--- src/rtl/uart_tx_arbiter.sv ---
// Round-robin, message-granular arbiter that shares one UART transmitter
// between N_REQ byte streams, with a hold timeout for stalled owners.
module uart_tx_arbiter #(
    parameter int unsigned N_REQ        = 2,
    parameter int unsigned DATA_W       = 8,
    parameter int unsigned HOLD_TIMEOUT = 1023,
    parameter int unsigned TO_W         = 10
) (
    input  logic                    clk,
    input  logic                    rst,
    input  logic [N_REQ-1:0]        req_valid,
    input  logic [N_REQ*DATA_W-1:0] req_data,
    input  logic [N_REQ-1:0]        req_last,
    output logic [N_REQ-1:0]        req_ready,
    output logic [N_REQ-1:0]        grant,
    output logic [DATA_W-1:0]       tx_data,
    output logic                    tx_wr,
    input  logic                    tx_busy,
    output logic                    timeout_err
);

    localparam int unsigned PTR_W = (N_REQ > 1) ? $clog2(N_REQ) : 1;

    typedef enum logic [1:0] {
        IDLE,
        GRANT,
        WAIT_BSY,
        DRAIN
    } state_t;

    state_t            state;
    logic [PTR_W-1:0]  rr_ptr;
    logic [PTR_W-1:0]  owner;
    logic              last_q;
    logic [TO_W-1:0]   to_cnt;

    logic              any_valid;
    logic              found_hi;
    logic              found_lo;
    logic [PTR_W-1:0]  hi_idx;
    logic [PTR_W-1:0]  lo_idx;
    logic [PTR_W-1:0]  pick_idx;
    logic [PTR_W-1:0]  next_ptr;
    logic              own_valid;
    logic              own_last;
    logic [DATA_W-1:0] own_data;

    // Round-robin pick: first valid at/after rr_ptr, else first valid from 0.
    always_comb begin
        found_hi = 1'b0;
        found_lo = 1'b0;
        hi_idx   = '0;
        lo_idx   = '0;
        for (int unsigned i = 0; i < N_REQ; i++) begin
            if (!found_hi && req_valid[i] && (i >= 32'(rr_ptr))) begin
                found_hi = 1'b1;
                hi_idx   = PTR_W'(i);
            end
            if (!found_lo && req_valid[i]) begin
                found_lo = 1'b1;
                lo_idx   = PTR_W'(i);
            end
        end
        pick_idx  = found_hi ? hi_idx : lo_idx;
        any_valid = |req_valid;
    end

    always_comb begin
        own_valid = 1'b0;
        own_last  = 1'b0;
        own_data  = '0;
        for (int unsigned i = 0; i < N_REQ; i++) begin
            if (32'(owner) == i) begin
                own_valid = req_valid[i];
                own_last  = req_last[i];
                own_data  = req_data[i*DATA_W +: DATA_W];
            end
        end
        next_ptr = (32'(owner) == N_REQ - 1) ? '0 : owner + 1'b1;
    end

    always_ff @(posedge clk or posedge rst) begin
        if (rst) begin
            state       <= IDLE;
            rr_ptr      <= '0;
            owner       <= '0;
            last_q      <= 1'b0;
            to_cnt      <= '0;
            grant       <= '0;
            req_ready   <= '0;
            tx_data     <= '0;
            tx_wr       <= 1'b0;
            timeout_err <= 1'b0;
        end else begin
            timeout_err <= 1'b0;
            case (state)
                IDLE: begin
                    if (any_valid) begin
                        grant  <= N_REQ'(1) << pick_idx;
                        owner  <= pick_idx;
                        to_cnt <= '0;
                        state  <= GRANT;
                    end
                end
                GRANT: begin
                    // A byte arriving on the expiry cycle takes priority over the timeout.
                    if (own_valid && !tx_busy) begin
                        req_ready <= grant;
                        tx_wr     <= 1'b1;
                        tx_data   <= own_data;
                        last_q    <= own_last;
                        to_cnt    <= '0;
                        state     <= WAIT_BSY;
                    end else if (!own_valid) begin
                        if (to_cnt == TO_W'(HOLD_TIMEOUT - 1)) begin
                            to_cnt      <= TO_W'(HOLD_TIMEOUT);
                            timeout_err <= 1'b1;
                            grant       <= '0;
                            rr_ptr      <= next_ptr;
                            state       <= IDLE;
                        end else begin
                            to_cnt <= to_cnt + 1'b1;
                        end
                    end
                end
                WAIT_BSY: begin
                    tx_wr     <= 1'b0;
                    req_ready <= '0;
                    state     <= DRAIN;
                end
                DRAIN: begin
                    if (!tx_busy) begin
                        if (last_q) begin
                            grant  <= '0;
                            rr_ptr <= next_ptr;
                            state  <= IDLE;
                        end else begin
                            state <= GRANT;
                        end
                    end
                end
                default: state <= IDLE;
            endcase
        end
    end

endmodule

--- config.mk ---
export PLATFORM = sky130hd
export DESIGN_NAME = uart_tx_arbiter
export DESIGN_NICKNAME = d
export VERILOG_FILES = /design/src/rtl/uart_tx_arbiter.sv
export SDC_FILE = /design/constraint.sdc
export NUM_CORES = 1
export LEC_CHECK = 0
export CAP_MARGIN = 20
export CORE_MARGIN = 2
export CORE_UTILIZATION = 49
export CTS_CLUSTER_SIZE = 20
export DETAILED_ROUTE_END_ITERATION = 6
export PLACE_DENSITY = 0.82
export SETUP_SLACK_MARGIN = 0.2
export SYNTH_ARGS = -nofsm -noshare
export SYNTH_HDL_FRONTEND = slang
export SYNTH_SLANG_ARGS = --single-unit
--- constraint.sdc ---
create_clock -name clk -period 2.17 [get_ports clk]
set_input_delay 0.651 -clock clk [delete_from_list [all_inputs] [get_ports clk]]
set_output_delay 0.651 -clock clk [all_outputs]
set_load 0.1 [all_outputs]
## Yosys cells after proc, flatten, opt, wreduce, memory -nomap -nowiden

Index checks and enable logic that the tools add are counted.

| word-level totals | value |
|---|---|
| flip-flop bits (word level) | 29 |
| bits of input ports | 23 |
| output and inout bits | 14 |
| word-level logic and storage cells | 88 |

| operators by class | value |
|---|---|
| add/sub/neg operators | 2 |
| $lt $le $gt $ge | 1 |
| equal/unequal tests | 13 |
| shift-type cells | 1 |
| multiplexer cells | 41 |
| reductions and logical operators | 20 |

Operators with widths:

| operator | count |
|---|---|
| 2-to-1 mux 10 bit | 4 |
| 2-to-1 mux 1 bit | 20 |
| 2-to-1 mux 2 bit | 10 |
| one-hot mux 10 bit (2 select lines) | 1 |
| inequality test 2 bit, second input constant | 7 |
| adder 10 x 1 -> 10 bit, second input constant | 1 |
| == test 10 bit, second input constant | 1 |
| 2-to-1 mux 8 bit | 1 |
| one-hot mux 2 bit (4 select lines) | 1 |
| AND reduction 7 bit | 1 |
| inequality test 3 bit, second input constant | 2 |
| one-hot mux 2 bit (3 select lines) | 1 |
| AND reduction 2 bit | 3 |
| AND reduction 6 bit | 1 |
| nonzero test 2 bit | 3 |
| == test 2 bit, second input constant | 2 |
| logical AND 1 bit | 4 |
| one-hot mux 1 bit (2 select lines) | 2 |
| one-hot mux 2 bit (2 select lines) | 1 |
| AND reduction 4 bit | 1 |
| logical NOT 1 bit | 3 |
| AND reduction 3 bit | 1 |
| nonzero test 3 bit | 1 |
| == test 2 x 1 -> 1 bit, second input constant | 1 |
| other kinds (5) | 5 |

## Depth between registers and ports, before layout

| depth | value |
|---|---|
| depth in word-level cells | 10 |
| depth in mapped cells | 7 |
| mapped depth without buffers | 5 |

## Worst setup path after synthesis

OpenSTA, ideal clock, no wires.

| timing path | value |
|---|---|
| kind | input to register |
| start | input req_valid[0] |
| end | register to_cnt[3] |
| library setup time | 0.121 ns |
| arrival | 1.738 ns |
| required time | 2.049 ns |
| setup slack | 0.311 ns |
| stages on the path | 4 |
| path buffers | 0 |
| cells stage by stage | mux2_4 > a311oi_4 > a21bo_1 > a22o_1 |

| between the ends | value |
|---|---|
| cells in the longest elaborated chain, start to end | 4 |

RTL lines:

| what | RTL line | source |
|---|---|---|
| from (decl) | 11 | `input logic [N_REQ-1:0] req_valid,` |
| 2-to-1 mux 1 bit | 73 | `if (32'(owner) == i) begin` |
| logical AND 1 bit | 107 | `if (own_valid && !tx_busy) begin` |
| inequality test 3 bit (no line) or 2-to-1 mux 10 bit (tied branches) | - |  |
| AND reduction 3 bit (no line) or one-hot mux 10 bit (2 select lines) (tied branches) | - |  |
| to (signal assigned) | 116 | `to_cnt <= TO_W'(HOLD_TIMEOUT);` |
| to (signal assigned) | 122 | `to_cnt <= to_cnt + 1'b1;` |
| to (decl) | 35 | `logic [TO_W-1:0] to_cnt;` |

Parallel ways exist; a longest one is shown, timed or not.
A chain may end at the register's enable or synchronous reset.

## Worst setup path after layout

| timing path | value |
|---|---|
| start | input req_valid[0] |
| end | register to_cnt[4] |

Same word-level chain as after synthesis.

==> impl_metrics.json <==
{
  "wl_um": 3440,
  "max-cap-violations": 0,
  "die-area_um2": 3620,
  "finish.utilization": 0.684,
  "multi_input_comb_area_um2": 742,
  "rsz0062_at_grt": "no",
  "postCtsSetupRepairBufs": 0,
  "grt_overflow_total": 0,
  "worstSetupPathType": "primary input to flip-flop",
  "netlist_instances": 162,
  "syn_area_um2": 1550,
  "ys.flop_type": "dfrtp_1",
  "antenna_found_initial": 0,
  "peakVddDrop_uv": 1160,
  "drt_iter0_drc": 115,
  "crit_chain": "clkdlybuf4s50_1, mux2_4, a311oi_4, a21bo_1, a22o_1",
  "path_buf_inv": 1,
  "synthArstFlopShare": 1.00,
  "crit_family": "compound AO/OA/AOI/OAI gates",
  "setup_viol": 0,
  "worstHoldPathType": "flip-flop to flip-flop",
  "place_congestion": 0.864,
  "cts.clk_slew.worst_paths_ps": 90,
  "placed_cells": 245,
  "ys_ff_latch": 29,
  "slew_violations": 0,
  "vias": 1398,
  "die_w_um": 60.2,
  "wire_per_inst_um": 13.6,
  "fill_cells": 230,
  "grt_pass1_vias": 1359,
  "vias_per_cell": 5.53,
  "crit_path_max_incr_delay_ps": 450,
  "synth_cell_types": 36,
  "cts_made_buffers": 5,
  "powerDensity_nw_per_um2": 1500,
  "start_util": 0.510,
  "htreeDepth": 2,
  "hpwl_um": 2580,
  "fin_crit_sh": 0.882,
  "yosysWarningCount": 0,
  "port_buffers": 36,
  "crit_arrival_ps": 2140,
  "max_slew_margin": 0.678,
  "worst_pin_slew_ps": 483,
  "drive_above_1_share": 0.182,
  "rr_startpoint": "state[0]",
  "ant_nets": 0,
  "grt_max_degree": 30,
  "yosysSeqAreaShare": 0.470,
  "synth_edf_count": 0,
  "grt_pass1_wl_um": 5950,
  "drc": 0,
  "hold_viol_final": 0,
  "num_rows": 20,
  "syn_avg_cell_area_um2": 9.54,
  "cts_hold_repair.buffers": 0,
  "cp_max_fo": 7,
  "nets": 233,
  "root_buffer": "clkbuf_4",
  "syn_nets": 187,
  "dr.pass1.iters": 4,
  "clock_sinks": 29,
  "die_height_um": 60.2,
  "critPathRequiredTime_ps": 2390,
  "grt_usage": 0.221,
  "start_kind": "primary input",
  "io_pins": 37,
  "fmax_mhz": 522,
  "fin_skew_ps": 2.83,
  "cp-end-kind": "flip-flop",
  "critPathLaunch": "req_valid[0]",
  "crit_path_top_delay_cell": "clkdlybuf4s50_1",
  "insertion_delay_ps": 320,
  "diodes": 0,
  "cts_max_path_buffers": 2,
  "min_from": "tx_data[3]",
  "ff_latch_area_um2": 726,
  "fin_crit_ps": 1910,
  "cts_tree": "done",
  "status": "complete, no violations",
  "leakagePower_nw": 0.965,
  "area_delta_synth_final_pct": 34.0,
  "power_w": 0.00310,
  "instances_no_fill": 253,
  "core_um2": 3030
}
## power by group
group / total [W] / switching, W / internal [W]
Clock: 0.000376 / 0.000188 / 0.000188
Combinational: 0.00182 / 0.00126 / 0.000564
Sequential: 0.000899 / 0.000186 / 0.000713
## layout by cell type, fill, tap and decap left out, drive strengths merged, types with 4 or more instances in the layout
master / synthesis / final
inv: 8 / 8
nand2: 21 / 21
clkdlybuf4s50: 0 / 22
dfrtp: 29 / 29
clkbuf: 7 / 7
buf: 3 / 27
nor2: 4 / 4
o21ai: 23 / 23
a22o: 6 / 6
mux2i: 10 / 10
nand3: 11 / 11
## sequential cells by signal, indices dropped and copies added, names as in the netlist, 2 cells and up, named ones only
name	flops
grant	2
req_ready	2
tx_data	8
to_cnt	10
## final cells by class
| type | instances | area share |
|---|---|---|
| Clock buffer | 7 | 0.0314 |
| Clock inverter | 1 | 0.00242 |
| Inverter | 8 | 0.0145 |
| Multi-Input combinational cell | 115 | 0.358 |
| Sequential cell | 29 | 0.350 |
| Tap cell | 44 | 0.0266 |
| Timing Repair Buffer | 49 | 0.216 |
## through the flow
step                cell area, um^2  hold WS [ps]  TNS (ps)  worst slack [ps]
finish                         2070           491         0               256
global route                   2070           531         0               203
CTS                            2070           494         0               217
detailed placement             2000           473     -1480              -168
global placement               2000           464      -930              -127
floorplan                      1550           472         0               311
## Yosys cell counts, types with 2 or more instances
library cell  instances  area (um^2)
nand4_1               2         12.5
clkbuf_1              7         26.3
a21oi_1               3         15.0
a21bo_1               3         30.0
o41ai_1               2         17.5
nor3_1                3         15.0
a31oi_1               2         12.5
nand3_1              11         55.1
mux2i_1              10          100
nor2_1                4         15.0
buf_2                 2         10.0
and3_1                3         18.8
nand2b_1              3         18.8
a21o_1                2         15.0
nand2_1              21         78.8
ha_1                  2         25.0
inv_1                 8         30.0
o21ai_0              23          115
dfrtp_1              29          726
a22o_1                6         52.6
## routing by layer
layer  up-vias  share of wire  wire length (um)  GRT usage
li1        679              -                 -          -
met1       659           0.43              1490      0.280
met2        53           0.49              1690      0.343
met3         7          0.062               215     0.0758
met4         0          0.012                42     0.0857
met5         -              0                 0          0
## logic make-up after synthesis
kind of cell,share of synthesized area
compound gates,0.237
simple gates,0.152
flops,0.470
buf+inv,0.0502
mux,0.0745
fa+ha+maj,0.0162
## what timing repair did
| action | CTS | global route |
|---|---|---|
| pin swaps | 1 | 1 |
| gates resized for setup | 0 | 0 |
| setup endpoints to repair | 3 | 4 |
## worst min-delay path, cell delays in order, from the launching register on
cell and delay (ps):
dfrtp_1 350, nand2_1 50, o21ai_0 60
## path summary, 6_finish.rpt
path / endpoint / slack, ps / cells after the start
max: to_cnt[4] / 260 / 5
min: tx_data[3] / 490 / 2
max reg2reg: to_cnt[4] / 480 / 4
min reg2reg: tx_data[3] / 490 / 2
max in group asynchronous: last_q / 1220 / 3
min in group asynchronous: to_cnt[0] / 680 / 3
No activity file was read; power rests on OpenSTA's default activity.
